## src/rtl/buffer_fill_writer_pkg.sv

```systemverilog
// ============================================================================
//  Module      : buffer_arbiter_pkg
//  Description : Shared types and helpers for the buffer arbiter "in" side:
//                fill-writer state encoding, info-word field layout and the
//                info-word packing function.
//  Revision    : 1.0 - initial release
// ============================================================================
`default_nettype none

package buffer_arbiter_pkg;

    // Fill-writer control states
    typedef enum logic [2:0] {
        ST_IDLE     = 3'd0,
        ST_GET_REQ  = 3'd1,
        ST_GET_DONE = 3'd2,
        ST_FILL     = 3'd3,
        ST_PUT_REQ  = 3'd4,
        ST_PUT_DONE = 3'd5
    } fill_state_t;

    // Info-word field layout
    localparam int C_INFO_IDX_LSB   = 0;
    localparam int C_INFO_IDX_WIDTH = 16;
    localparam int C_INFO_LEN_LSB   = 16;
    localparam int C_INFO_LEN_WIDTH = 15;
    localparam int C_INFO_TRUNC_BIT = 31;

    // Build a 32-bit info word; the caller zero-extends idx and len.
    function automatic logic [31:0] pack_info(
        input logic [C_INFO_IDX_WIDTH-1:0] idx,
        input logic [C_INFO_LEN_WIDTH-1:0] len,
        input logic                        trunc
    );
        logic [31:0] info;
        info = '0;
        info[C_INFO_IDX_LSB +: C_INFO_IDX_WIDTH] = idx;
        info[C_INFO_LEN_LSB +: C_INFO_LEN_WIDTH] = len;
        info[C_INFO_TRUNC_BIT]                   = trunc;
        return info;
    endfunction

endpackage

`default_nettype wire

```

## src/rtl/buffer_fill_writer_if.sv

```systemverilog
// ============================================================================
//  Module      : buffer_fill_writer_if
//  Description : Bundle of the fill writer's stream, arbiter get/put,
//                buffer-memory write and status signals. The master modport
//                is the fill writer; the slave modport is its environment.
//  Revision    : 1.0 - initial release
// ============================================================================
`default_nettype none

interface buffer_fill_writer_if #(
    parameter int C_DATA_WIDTH = 32,
    parameter int C_WORD_WIDTH = 32,
    parameter int C_IDX_WIDTH  = 4,
    parameter int C_BUF_WORDS  = 256
);
    localparam int C_OFS_WIDTH = $clog2(C_BUF_WORDS);

    // Incoming word stream
    logic [C_WORD_WIDTH-1:0]            s_data_i;
    logic                               s_valid_i;
    logic                               s_last_i;
    logic                               s_ready_o;
    // Arbiter in-get port
    logic                               in_info_get_req_o;
    logic                               in_info_get_ack_i;
    logic [C_DATA_WIDTH-1:0]            in_info_get_data_i;
    logic                               in_info_get_overflow_i;
    // Arbiter in-put port
    logic                               in_info_put_req_o;
    logic                               in_info_put_ack_i;
    logic [C_DATA_WIDTH-1:0]            in_info_put_data_o;
    // Buffer memory write port
    logic                               mem_we_o;
    logic [C_IDX_WIDTH+C_OFS_WIDTH-1:0] mem_addr_o;
    logic [C_WORD_WIDTH-1:0]            mem_wdata_o;
    // Status
    logic [15:0]                        frame_cnt_o;
    logic [15:0]                        overflow_cnt_o;
    logic                               busy_o;

    modport master (
        input  s_data_i, s_valid_i, s_last_i,
        output s_ready_o,
        output in_info_get_req_o,
        input  in_info_get_ack_i, in_info_get_data_i, in_info_get_overflow_i,
        output in_info_put_req_o, in_info_put_data_o,
        input  in_info_put_ack_i,
        output mem_we_o, mem_addr_o, mem_wdata_o,
        output frame_cnt_o, overflow_cnt_o, busy_o
    );

    modport slave (
        output s_data_i, s_valid_i, s_last_i,
        input  s_ready_o,
        input  in_info_get_req_o,
        output in_info_get_ack_i, in_info_get_data_i, in_info_get_overflow_i,
        input  in_info_put_req_o, in_info_put_data_o,
        output in_info_put_ack_i,
        input  mem_we_o, mem_addr_o, mem_wdata_o,
        input  frame_cnt_o, overflow_cnt_o, busy_o
    );

endinterface

`default_nettype wire

```

## src/rtl/buffer_fill_writer_req_ack_master.sv

```systemverilog
// ============================================================================
//  Module      : req_ack_master
//  Description : Four-phase req/ack initiator. A start pulse raises req; the
//                ack cycle drops req; completion is signalled once ack falls.
//                A data register is captured either at start (outgoing data)
//                or in the ack cycle (incoming data).
//  Revision    : 1.0 - initial release
// ============================================================================
`default_nettype none

module req_ack_master #(
    parameter int C_DATA_WIDTH   = 32,
    parameter bit C_LATCH_ON_ACK = 1'b0
) (
    input  wire logic                    clk,
    input  wire logic                    rst,
    input  wire logic                    i_start,
    input  wire logic [C_DATA_WIDTH-1:0] i_data,
    output logic                         o_req,
    input  wire logic                    i_ack,
    output logic [C_DATA_WIDTH-1:0]      o_data,
    output logic                         o_accept,
    output logic                         o_done
);

    localparam logic [1:0] C_ST_IDLE = 2'd0;
    localparam logic [1:0] C_ST_REQ  = 2'd1;
    localparam logic [1:0] C_ST_WAIT = 2'd2;

    logic [1:0]              r_state;
    logic [C_DATA_WIDTH-1:0] r_data;
    logic                    w_capture;

    assign o_req    = (r_state == C_ST_REQ);
    assign o_accept = o_req & i_ack;
    assign o_done   = (r_state == C_ST_WAIT) & ~i_ack;
    assign o_data   = r_data;

    generate
        if (C_LATCH_ON_ACK) begin : g_latch_ack
            assign w_capture = o_accept;
        end else begin : g_latch_start
            assign w_capture = i_start & (r_state == C_ST_IDLE);
        end
    endgenerate

    // Handshake phase tracking: idle -> req high -> wait for ack release
    always_ff @(posedge clk or posedge rst) begin
        if (rst) begin
            r_state <= C_ST_IDLE;
        end else begin
            case (r_state)
                C_ST_IDLE: if (i_start) r_state <= C_ST_REQ;
                C_ST_REQ:  if (i_ack)   r_state <= C_ST_WAIT;
                C_ST_WAIT: if (!i_ack)  r_state <= C_ST_IDLE;
                default:                r_state <= C_ST_IDLE;
            endcase
        end
    end

    // Data register, held stable between captures
    always_ff @(posedge clk or posedge rst) begin
        if (rst) begin
            r_data <= '0;
        end else if (w_capture) begin
            r_data <= i_data;
        end
    end

endmodule

`default_nettype wire

```

## src/rtl/buffer_fill_writer.sv

```systemverilog
// ============================================================================
//  Module      : buffer_fill_writer
//  Description : Producer side of the buffer arbiter. Prefetches a free
//                buffer index, writes the incoming word stream into buffer
//                memory at {index, offset}, and returns the filled buffer
//                with its length and truncation flag.
//  Revision    : 1.0 - initial release
// ============================================================================
`default_nettype none

module buffer_fill_writer
    import buffer_arbiter_pkg::*;
#(
    parameter int C_DATA_WIDTH = 32,
    parameter int C_WORD_WIDTH = 32,
    parameter int C_IDX_WIDTH  = 4,
    parameter int C_BUF_WORDS  = 256
) (
    input wire logic              clk,
    input wire logic              rst,
    buffer_fill_writer_if.master  bus
);

    localparam int C_OFS_WIDTH = $clog2(C_BUF_WORDS);
    localparam int C_LEN_WIDTH = C_OFS_WIDTH + 1;

    fill_state_t                        r_state;
    logic [C_OFS_WIDTH-1:0]             r_offset;
    logic [15:0]                        r_frame_cnt;
    logic [15:0]                        r_overflow_cnt;
    logic                               r_mem_we;
    logic [C_IDX_WIDTH+C_OFS_WIDTH-1:0] r_mem_addr;
    logic [C_WORD_WIDTH-1:0]            r_mem_wdata;

    logic [C_IDX_WIDTH-1:0]             w_index;
    logic                               w_beat;
    logic                               w_full;
    logic                               w_close;
    logic                               w_trunc;
    logic [C_LEN_WIDTH-1:0]             w_len;
    logic [C_DATA_WIDTH-1:0]            w_info;
    logic                               w_get_start;
    logic                               w_get_accept;
    logic                               w_get_done;
    logic                               w_put_accept;
    logic                               w_put_done;

    assign w_beat  = (r_state == ST_FILL) & bus.s_valid_i;
    assign w_full  = &r_offset;
    assign w_close = w_beat & (bus.s_last_i | w_full);
    // A last word landing exactly on the final slot still ends the frame.
    assign w_trunc = w_full & ~bus.s_last_i;
    assign w_len   = {1'b0, r_offset} + C_LEN_WIDTH'(1);
    assign w_info  = C_DATA_WIDTH'(pack_info(16'(w_index), 15'(w_len), w_trunc));

    // The next get starts straight out of reset and after every completed put.
    assign w_get_start = (r_state == ST_IDLE) | ((r_state == ST_PUT_DONE) & w_put_done);

    req_ack_master #(
        .C_DATA_WIDTH   (C_IDX_WIDTH),
        .C_LATCH_ON_ACK (1'b1)
    ) u_get (
        .clk      (clk),
        .rst      (rst),
        .i_start  (w_get_start),
        .i_data   (bus.in_info_get_data_i[C_IDX_WIDTH-1:0]),
        .o_req    (bus.in_info_get_req_o),
        .i_ack    (bus.in_info_get_ack_i),
        .o_data   (w_index),
        .o_accept (w_get_accept),
        .o_done   (w_get_done)
    );

    req_ack_master #(
        .C_DATA_WIDTH   (C_DATA_WIDTH),
        .C_LATCH_ON_ACK (1'b0)
    ) u_put (
        .clk      (clk),
        .rst      (rst),
        .i_start  (w_close),
        .i_data   (w_info),
        .o_req    (bus.in_info_put_req_o),
        .i_ack    (bus.in_info_put_ack_i),
        .o_data   (bus.in_info_put_data_o),
        .o_accept (w_put_accept),
        .o_done   (w_put_done)
    );

    // Main control: get index, fill buffer, put buffer, repeat
    always_ff @(posedge clk or posedge rst) begin
        if (rst) begin
            r_state        <= ST_IDLE;
            r_offset       <= '0;
            r_frame_cnt    <= '0;
            r_overflow_cnt <= '0;
        end else begin
            case (r_state)
                ST_IDLE: begin
                    r_state <= ST_GET_REQ;
                end
                ST_GET_REQ: begin
                    if (w_get_accept) begin
                        r_state <= ST_GET_DONE;
                        if (bus.in_info_get_overflow_i && (r_overflow_cnt != 16'hFFFF)) begin
                            r_overflow_cnt <= r_overflow_cnt + 16'd1;
                        end
                    end
                end
                ST_GET_DONE: begin
                    if (w_get_done) begin
                        r_state  <= ST_FILL;
                        r_offset <= '0;
                    end
                end
                ST_FILL: begin
                    if (w_beat) begin
                        r_offset <= r_offset + C_OFS_WIDTH'(1);
                        if (w_close) begin
                            r_state <= ST_PUT_REQ;
                        end
                    end
                end
                ST_PUT_REQ: begin
                    if (w_put_accept) begin
                        r_state     <= ST_PUT_DONE;
                        r_frame_cnt <= r_frame_cnt + 16'd1;
                    end
                end
                ST_PUT_DONE: begin
                    if (w_put_done) begin
                        r_state <= ST_GET_REQ;
                    end
                end
                default: begin
                    r_state <= ST_IDLE;
                end
            endcase
        end
    end

    // Buffer memory write, one cycle after each accepted beat
    always_ff @(posedge clk or posedge rst) begin
        if (rst) begin
            r_mem_we    <= 1'b0;
            r_mem_addr  <= '0;
            r_mem_wdata <= '0;
        end else begin
            r_mem_we <= w_beat;
            if (w_beat) begin
                r_mem_addr  <= {w_index, r_offset};
                r_mem_wdata <= bus.s_data_i;
            end
        end
    end

    assign bus.s_ready_o      = (r_state == ST_FILL);
    assign bus.busy_o         = (r_state != ST_IDLE);
    assign bus.frame_cnt_o    = r_frame_cnt;
    assign bus.overflow_cnt_o = r_overflow_cnt;
    assign bus.mem_we_o       = r_mem_we;
    assign bus.mem_addr_o     = r_mem_addr;
    assign bus.mem_wdata_o    = r_mem_wdata;

endmodule

`default_nettype wire

```

## src/flat_wrapper.sv

```systemverilog
// flat-port wrapper written by rule: the top's interface ports become plain ports
module buffer_fill_writer_flat import buffer_arbiter_pkg::*;
#(
    parameter int C_DATA_WIDTH = 32,
    parameter int C_WORD_WIDTH = 32,
    parameter int C_IDX_WIDTH  = 4,
    parameter int C_BUF_WORDS  = 256
)
  (clk, rst, bus_s_data_i, bus_s_valid_i, bus_s_last_i, bus_s_ready_o, bus_in_info_get_req_o, bus_in_info_get_ack_i, bus_in_info_get_data_i, bus_in_info_get_overflow_i, bus_in_info_put_req_o, bus_in_info_put_data_o, bus_in_info_put_ack_i, bus_mem_we_o, bus_mem_addr_o, bus_mem_wdata_o, bus_frame_cnt_o, bus_overflow_cnt_o, bus_busy_o);
  buffer_fill_writer_if #(.C_DATA_WIDTH(C_DATA_WIDTH), .C_WORD_WIDTH(C_WORD_WIDTH), .C_IDX_WIDTH(C_IDX_WIDTH), .C_BUF_WORDS(C_BUF_WORDS)) bus_i ();
  input wire logic clk;
  input wire logic rst;
  input wire logic [$bits(bus_i.s_data_i)-1:0] bus_s_data_i;
  input wire logic [$bits(bus_i.s_valid_i)-1:0] bus_s_valid_i;
  input wire logic [$bits(bus_i.s_last_i)-1:0] bus_s_last_i;
  output wire logic [$bits(bus_i.s_ready_o)-1:0] bus_s_ready_o;
  output wire logic [$bits(bus_i.in_info_get_req_o)-1:0] bus_in_info_get_req_o;
  input wire logic [$bits(bus_i.in_info_get_ack_i)-1:0] bus_in_info_get_ack_i;
  input wire logic [$bits(bus_i.in_info_get_data_i)-1:0] bus_in_info_get_data_i;
  input wire logic [$bits(bus_i.in_info_get_overflow_i)-1:0] bus_in_info_get_overflow_i;
  output wire logic [$bits(bus_i.in_info_put_req_o)-1:0] bus_in_info_put_req_o;
  output wire logic [$bits(bus_i.in_info_put_data_o)-1:0] bus_in_info_put_data_o;
  input wire logic [$bits(bus_i.in_info_put_ack_i)-1:0] bus_in_info_put_ack_i;
  output wire logic [$bits(bus_i.mem_we_o)-1:0] bus_mem_we_o;
  output wire logic [$bits(bus_i.mem_addr_o)-1:0] bus_mem_addr_o;
  output wire logic [$bits(bus_i.mem_wdata_o)-1:0] bus_mem_wdata_o;
  output wire logic [$bits(bus_i.frame_cnt_o)-1:0] bus_frame_cnt_o;
  output wire logic [$bits(bus_i.overflow_cnt_o)-1:0] bus_overflow_cnt_o;
  output wire logic [$bits(bus_i.busy_o)-1:0] bus_busy_o;
  assign bus_i.s_data_i = bus_s_data_i;
  assign bus_i.s_valid_i = bus_s_valid_i;
  assign bus_i.s_last_i = bus_s_last_i;
  assign bus_s_ready_o = bus_i.s_ready_o;
  assign bus_in_info_get_req_o = bus_i.in_info_get_req_o;
  assign bus_i.in_info_get_ack_i = bus_in_info_get_ack_i;
  assign bus_i.in_info_get_data_i = bus_in_info_get_data_i;
  assign bus_i.in_info_get_overflow_i = bus_in_info_get_overflow_i;
  assign bus_in_info_put_req_o = bus_i.in_info_put_req_o;
  assign bus_in_info_put_data_o = bus_i.in_info_put_data_o;
  assign bus_i.in_info_put_ack_i = bus_in_info_put_ack_i;
  assign bus_mem_we_o = bus_i.mem_we_o;
  assign bus_mem_addr_o = bus_i.mem_addr_o;
  assign bus_mem_wdata_o = bus_i.mem_wdata_o;
  assign bus_frame_cnt_o = bus_i.frame_cnt_o;
  assign bus_overflow_cnt_o = bus_i.overflow_cnt_o;
  assign bus_busy_o = bus_i.busy_o;
  buffer_fill_writer #(.C_DATA_WIDTH(C_DATA_WIDTH), .C_WORD_WIDTH(C_WORD_WIDTH), .C_IDX_WIDTH(C_IDX_WIDTH), .C_BUF_WORDS(C_BUF_WORDS)) u_core (.clk(clk), .rst(rst), .bus(bus_i));
endmodule
```

## config.mk

```make
export PLATFORM = sky130hd
export DESIGN_NAME = buffer_fill_writer_flat
export DESIGN_NICKNAME = d
export VERILOG_FILES = /design/src/rtl/buffer_fill_writer_pkg.sv /design/src/rtl/buffer_fill_writer_if.sv /design/src/rtl/buffer_fill_writer_req_ack_master.sv /design/src/rtl/buffer_fill_writer.sv /design/src/flat_wrapper.sv
export SDC_FILE = /design/constraint.sdc
export NUM_CORES = 1
export LEC_CHECK = 0
export CAP_MARGIN = 10
export CORE_UTILIZATION = 48
export DETAILED_ROUTE_END_ITERATION = 10
export GPL_TIMING_DRIVEN = 0
export PLACE_DENSITY_LB_ADDON = 0.05
export SYNTH_ARGS = -nofsm -noshare
export SYNTH_HDL_FRONTEND = slang
export SYNTH_SLANG_ARGS = --single-unit
```

## constraint.sdc

```tcl
create_clock -name clk -period 7.3 [get_ports clk]
set_input_delay 0.73 -clock clk [delete_from_list [all_inputs] [get_ports clk]]
set_output_delay 0.73 -clock clk [all_outputs]
set_load 0.005 [all_outputs]
```

==> impl_metrics.py, run 1 <==
metrics = {
    "power": {
        "p_seq_frac": 0.518,
        "p_int_uw": 1100,
        "combinationalPowerShare": 0.267,
        "switchingPower_uw": 418,
        "irDropWorstVdd_v": 0.000133,
        "clockPowerShare": 0.215,
        "power_density_nw_per_um2": 227,
        "swShare": 0.275,
        "leakage_uw": 0.00331,
    },
    "layout": {
        "layout_commonest_cell": "nand2_1",
        "diodes": 0,
        "syn_to_final_growth_pct": 36.9,
        "nets": 714,
        "drive_gt1_frac": 0.105,
        "finalNonFillerCells": 778,
        "layout_common_cells": "147 x nand2_1, 137 x clkdlybuf4s50_1, 110 x dfrtp_1",
        "fillers": 813,
        "stdcell_area_sq_um": 6690,
    },
    "cts": {
        "cts.sinks": 110,
        "post_cts_buffers": 0,
        "hold_buffers": 0,
        "cts_max_level": 3,
        "cts_resized": 0,
        "clockBufferDepth": 2,
        "cts_buffers": 9,
        "worstSkewPairLatency_ns": 0.35,
        "cts-root-buf": "clkbuf_8",
        "cts_tree": "done",
        "clk_pin_slew_ns": 0.10,
    },
    "synth": {
        "ys_seq_elements": 110,
        "synth_top_cell_by_area": "dfrtp_1",
        "ys_types": 48,
        "syn_area_per_cell_sq_um": 10.3,
        "yosys_most_used_dff": "dfrtp_1",
        "syn_area_sq_um": 4880,
        "synth-async-reset-ratio": 1.00,
        "synth_cells": 474,
        "netlist.area_leader.share": 0.564,
        "synth_warnings": 0,
        "synth-edff-count": 0,
        "ys_top_cells_by_area": "dfrtp_1 56%, nand2_1 11%, mux2_2 4.1%",
        "yosysSeqAreaShare": 0.564,
    },
    "placement": {
        "place_area_sq_um": 6520,
        "place_congestion": 0.848,
        "io_buffers": 137,
        "dpl.cell_count": 762,
        "hpwl_um": 7920,
    },
    "timing": {
        "layout_worst_path_cycle_share": 0.358,
        "finalCriticalPeriod_ns": 2.61,
        "rsz0062_at_grt": "no",
        "hold-worst-slack_ns": 0.468,
        "slew_violations": 0,
        "finalSetupTns_ns": 0,
        "tightest_slew_ns": 0.696,
        "skew_ns": 0.00940,
        "slew_headroom": 0.536,
        "setup_violations": 0,
        "max_freq_mhz": 383,
        "report.final.hold_viol_count": 0,
    },
    "route": {
        "drcViolationCount": 0,
        "routed_via_density": 4.94,
        "drtPass1Iterations": 4,
        "wl_um": 10700,
        "drtIter0Drc": 122,
        "ant_nets": 0,
        "detail_route.wl_per_cell_um": 13.7,
        "via_count": 3844,
    },
    "setup_path": {
        "cp_slowest_cell": "clkdlybuf4s50_1",
        "cp_cell_sequence": "buf_2 > nor2b_1 > and2_1 > clkdlybuf4s50_1",
        "path_class": "register to output port",
        "end_kind": "output port",
        "slowest_delay_ns": 0.54,
        "cp.required_ns": 6.57,
        "crit_path_start_kind": "register",
        "arrival_ns": 1.88,
        "crit_fanout": 9,
    },
    "global_route": {
        "grt_pass1_vias": 3668,
        "antenna_found_initial": 0,
        "grt_use_total": 0.208,
        "grt_pass1_wl_um": 17200,
        "grt_max_degree": 57,
        "overflow": 0,
    },
    "outcome": {
        "outcome": "finished, final reports clean",
    },
    "floorplanning": {
        "start_util": 0.497,
        "rows": 36,
        "dieArea_sq_um": 10600,
        "die_y_um": 103,
        "die_w_um": 103,
        "io_pins": 184,
        "core-area_sq_um": 9820,
    },
    "hold_path": {
        "min_path_type": "register to register",
    },
    "job": {
        "max_cap_violations": 0,
    },
}
-- worst max-delay path, delay by kind of cell, from the launching register on --
kind,cells,cell delay (ns)
buffers and inverters,2,0.74
AND/OR/NAND/NOR,2,0.47
flip-flops,1,0.33
-- registers in the layout (all words and copies together), names as in the netlist --
name,cells
u_core.r_offset,8
u_core.u_put.r_state,2
u_core.bus.overflow_cnt_o,16
u_core.r_state,3
u_core.bus.mem_wdata_o,32
u_core.bus.mem_addr_o,12
u_core.bus.mem_we_o,1
u_core.u_get.o_data,4
u_core.bus.frame_cnt_o,16
u_core.u_get.r_state,2
u_core.u_put.o_data,14
-- per-stage QoR --
step | setup slack [ns] | total power, uW | util
after floorplan | 3.67 | 952 | -
after global placement | 2.10 | 1190 | 0.661
after detailed placement | 4.42 | 1210 | 0.664
after CTS | 4.68 | 1530 | 0.681
after global routing | 4.61 | 1610 | 0.681
final | 4.69 | 1520 | 0.681
-- Yosys cell counts, types with 3 or more instances --
| library cell | n |
|---|---|
| nand3_1 | 14 |
| nand4_1 | 9 |
| a22o_1 | 4 |
| nand2_1 | 147 |
| nand2b_1 | 4 |
| o21ai_0 | 8 |
| inv_1 | 6 |
| clkbuf_1 | 14 |
| nor2_1 | 10 |
| and3_1 | 4 |
| nor3b_1 | 4 |
| buf_4 | 18 |
| or3_1 | 3 |
| nor2b_1 | 4 |
| xor2_1 | 23 |
| and4_1 | 8 |
| xnor2_1 | 13 |
| a21oi_1 | 4 |
| buf_2 | 6 |
| ha_1 | 3 |
| nor3_1 | 11 |
| dfrtp_1 | 110 |
| mux2_2 | 18 |
-- power by group through the flow --
stage / combinational, uW / clock, uW / sequential, uW
after global placement: 395 / 0 / 791
after CTS: 410 / 337 / 786
after detailed placement: 408 / 0 / 798
after floorplan: 156 / 0 / 796
after global routing: 447 / 360 / 800
final: 404 / 326 / 786
-- path summary, 6_finish.rpt --
check                                                  startpoint                                      to  slack [ns]  cells after the start
max in group asynchronous                                     rst     u_core.u_put.o_data[16]$_DFFE_PP0P_        5.75                      3
min reg2reg                u_core.bus.frame_cnt_o[15]$_DFFE_PP0P_  u_core.bus.frame_cnt_o[15]$_DFFE_PP0P_        0.47                      1
max reg2reg                        u_core.r_offset[0]$_DFFE_PP0P_     u_core.u_put.o_data[19]$_DFFE_PP0P_        4.89                      6
min in group asynchronous                                     rst  u_core.bus.frame_cnt_o[12]$_DFFE_PP0P_        0.84                      2
max                                 u_core.r_state[1]$_DFFE_PP0P_                           bus_s_ready_o        4.69                      4
min                        u_core.bus.frame_cnt_o[15]$_DFFE_PP0P_  u_core.bus.frame_cnt_o[15]$_DFFE_PP0P_        0.47                      1
-- area by class of cell --
cell class / instances / area, sq um / share of cell area
Buffer: 39 / 229 / 0.0343
Clock buffer: 13 / 149 / 0.0223
Clock inverter: 3 / 20.0 / 0.00299
Inverter: 7 / 28.8 / 0.00430
Multi-Input combinational cell: 335 / 1940 / 0.290
Sequential cell: 110 / 2750 / 0.412
Tap cell: 133 / 166 / 0.0249
Timing Repair Buffer: 138 / 1400 / 0.209
-- layer usage --
layer | track usage | up-vias | share of wire
met3 | 0.0427 | 14 | 0.056
li1 | - | 1864 | -
met5 | 0 | - | 0
met1 | 0.272 | 1847 | 0.44
met4 | 0.0639 | 0 | 0.012
met2 | 0.350 | 119 | 0.49
-- cell families (layout without fill, tap and decap cells) --
kind of cell    count (synthesis)  after routing  synth area share
compound gates                 26             26            0.0392
xor+xnor                       36             36            0.0645
fa+ha+maj                       3              3           0.00769
buf+inv                        46            200            0.0523
flops                         110            110             0.564
mux                            19             19            0.0435
other cells                     1             18          0.000768
simple gates                  233            233             0.228
Power figures use the tool's default switching activity.
==> run 2, diff against run 1 <==
Settings changed: CORE_UTILIZATION 48 to 44.
Clock period 7.3 ns to 2.7 ns, I/O delays scaled along.
==> impl_metrics.py, run 2 (same netlist as run 1, synthesis figures left out) <==
metrics = {
    "outcome": {
        "outcome": "complete, but fails checks",
        "violations": "design-rule violations",
    },
    "placement": {
        "hpwl_um": 7750,
        "dpl.cell_count": 770,
        "place_congestion": 0.806,
        "place_worst_setup_slack_ns": 0.257,
        "io_buffers": 137,
        "place_area_sq_um": 6540,
    },
    "floorplanning": {
        "start_util": 0.451,
        "die_w_um": 107,
        "rows": 38,
        "io_pins": 184,
        "die_y_um": 107,
        "core-area_sq_um": 10800,
        "dieArea_sq_um": 11500,
    },
    "timing": {
        "worst_slack_ns": 0.320,
        "max_freq_mhz": 420,
        "report.final.hold_viol_count": 0,
        "finalCriticalPeriod_ns": 2.38,
        "slew_violations": 0,
        "rsz0062_at_grt": "no",
        "tightest_slew_ns": 0.831,
        "slew_headroom": 0.445,
        "hold-worst-slack_ns": 0.413,
        "layout_worst_path_cycle_share": 0.882,
        "setup_violations": 0,
        "skew_ns": 0.00828,
    },
    "route": {
        "drcViolationCount": 1,
        "via_count": 3787,
        "detail_route.wl_per_cell_um": 13.7,
        "drtIter0Drc": 136,
        "drtPass1Iterations": 7,
        "routed_via_density": 4.82,
        "ant_nets": 0,
        "wl_um": 10800,
    },
    "global_route": {
        "grt_use_total": 0.195,
        "overflow": 0,
        "grt_pass1_wl_um": 17700,
        "antenna_found_initial": 0,
        "grt_busiest_layer": "met2",
        "grt_pass1_vias": 3657,
        "grt_use_met3": 0.0496,
        "met2_usage": 0.320,
        "grt_max_degree": 43,
        "grt_use_met1": 0.251,
    },
    "cts": {
        "cts_resized": 0,
        "clockBufferDepth": 2,
        "cts_max_level": 3,
        "clk_pin_slew_ns": 0.10,
        "post_cts_buffers": 0,
        "worstSkewPairLatency_ns": 0.36,
        "cts-root-buf": "clkbuf_8",
        "hold_buffers": 0,
        "cts_buffers": 9,
        "cts.sinks": 110,
        "cts_tree": "done",
    },
    "layout": {
        "fillers": 957,
        "diodes": 0,
        "drive_gt1_frac": 0.109,
        "syn_to_final_growth_pct": 38.0,
        "nets": 715,
        "ff_latch_area_sq_um": 2750,
        "layout_common_cells": "147 x nand2_1, 137 x clkdlybuf4s50_1, 110 x dfrtp_1",
        "fin_util": 0.622,
        "largest_reg_flops": 32,
        "layout_commonest_cell": "nand2_1",
        "stdcell_area_sq_um": 6740,
        "finalNonFillerCells": 785,
        "multi_input_area_sq_um": 1940,
    },
    "power": {
        "p_seq_frac": 0.499,
        "combinationalPowerShare": 0.257,
        "clockPowerShare": 0.244,
        "power_density_nw_per_um2": 630,
        "swShare": 0.265,
        "switchingPower_uw": 1130,
        "irDropWorstVdd_v": 0.000373,
        "leakage_uw": 0.00334,
        "p_int_uw": 3120,
    },
    "setup_path": {
        "arrival_ns": 2.63,
        "path_class": "register to register",
        "crit_fanout": 10,
        "cp.required_ns": 2.95,
        "end_kind": "register",
        "crit_path_start_kind": "register",
        "r2r_cells": 6,
    },
    "job": {
        "max_cap_violations": 0,
    },
    "hold_path": {
        "min_path_type": "primary input to asynchronous set/reset pin",
    },
}
[run 2: changes by cell type in the layout (fill, tap and decap cells not counted), sizes merged]
cell	delta
clkinvlp	-1
buf	+1
clkinv	+2
clkbuf	-3
inv	-1
bufinv	+2
[run 2: power groups by stage]
stage	combinational [uW]	clock, uW	sequential [uW]
detailed placement	1100	0	2150
CTS	1110	1080	2120
finish	1090	1040	2120
floorplan	421	0	2150
global placement	1080	0	2140
global route	1210	1140	2160
[run 2: critical path, stage by stage (launching register included)]
cell and delay [ns]:
dfrtp_1 0.50, ha_1 0.19, clkbuf_1 0.35, a41oi_4 0.24, nor4_4 0.40, buf_6 0.24
mux2_2 0.35
[run 2: stage by stage]
step	total power [uW]	setup TNS (ns)
4_1_cts	4310	0
3_3_place_gp	3220	-0.170
6_report	4250	0
3_5_place_dp	3260	0
5_1_grt	4510	0
2_1_floorplan	2570	0
[run 2: layout make-up]
cell class	count	area share
well taps	140	0.0260
clock inverters	5	0.0111
inverters	7	0.00445
multi-input cells	335	0.288
flip-flops and latches	110	0.408
clock buffers	10	0.0189
repair buffers	139	0.209
plain buffers	39	0.0340
[run 2: path summary, 6_finish.rpt]
check                                                       start                                endpoint  slack (ns)
min in group clk                                 bus_s_data_i[11]  u_core.bus.mem_wdata_o[11]$_DFFE_PP0P_        0.43
hold reg to reg            u_core.bus.frame_cnt_o[15]$_DFFE_PP0P_  u_core.bus.frame_cnt_o[15]$_DFFE_PP0P_        0.47
setup reg to reg                   u_core.r_offset[0]$_DFFE_PP0P_      u_core.u_put.o_data[1]$_DFFE_PP0P_        0.32
setup / recovery                   u_core.r_offset[0]$_DFFE_PP0P_      u_core.u_put.o_data[1]$_DFFE_PP0P_        0.32
max in group asynchronous                                     rst    u_core.bus.mem_addr_o[4]$_DFFE_PP0P_        1.63
hold / removal                                                rst   u_core.bus.mem_wdata_o[2]$_DFFE_PP0P_        0.41
[run 2: layer usage]
| layer | share of wire | routed length, um |
|---|---|---|
| met1 | 0.45 | 4850 |
| met2 | 0.46 | 4990 |
| met3 | 0.073 | 788 |
| met4 | 0.013 | 144 |
| met5 | 0 | 0 |
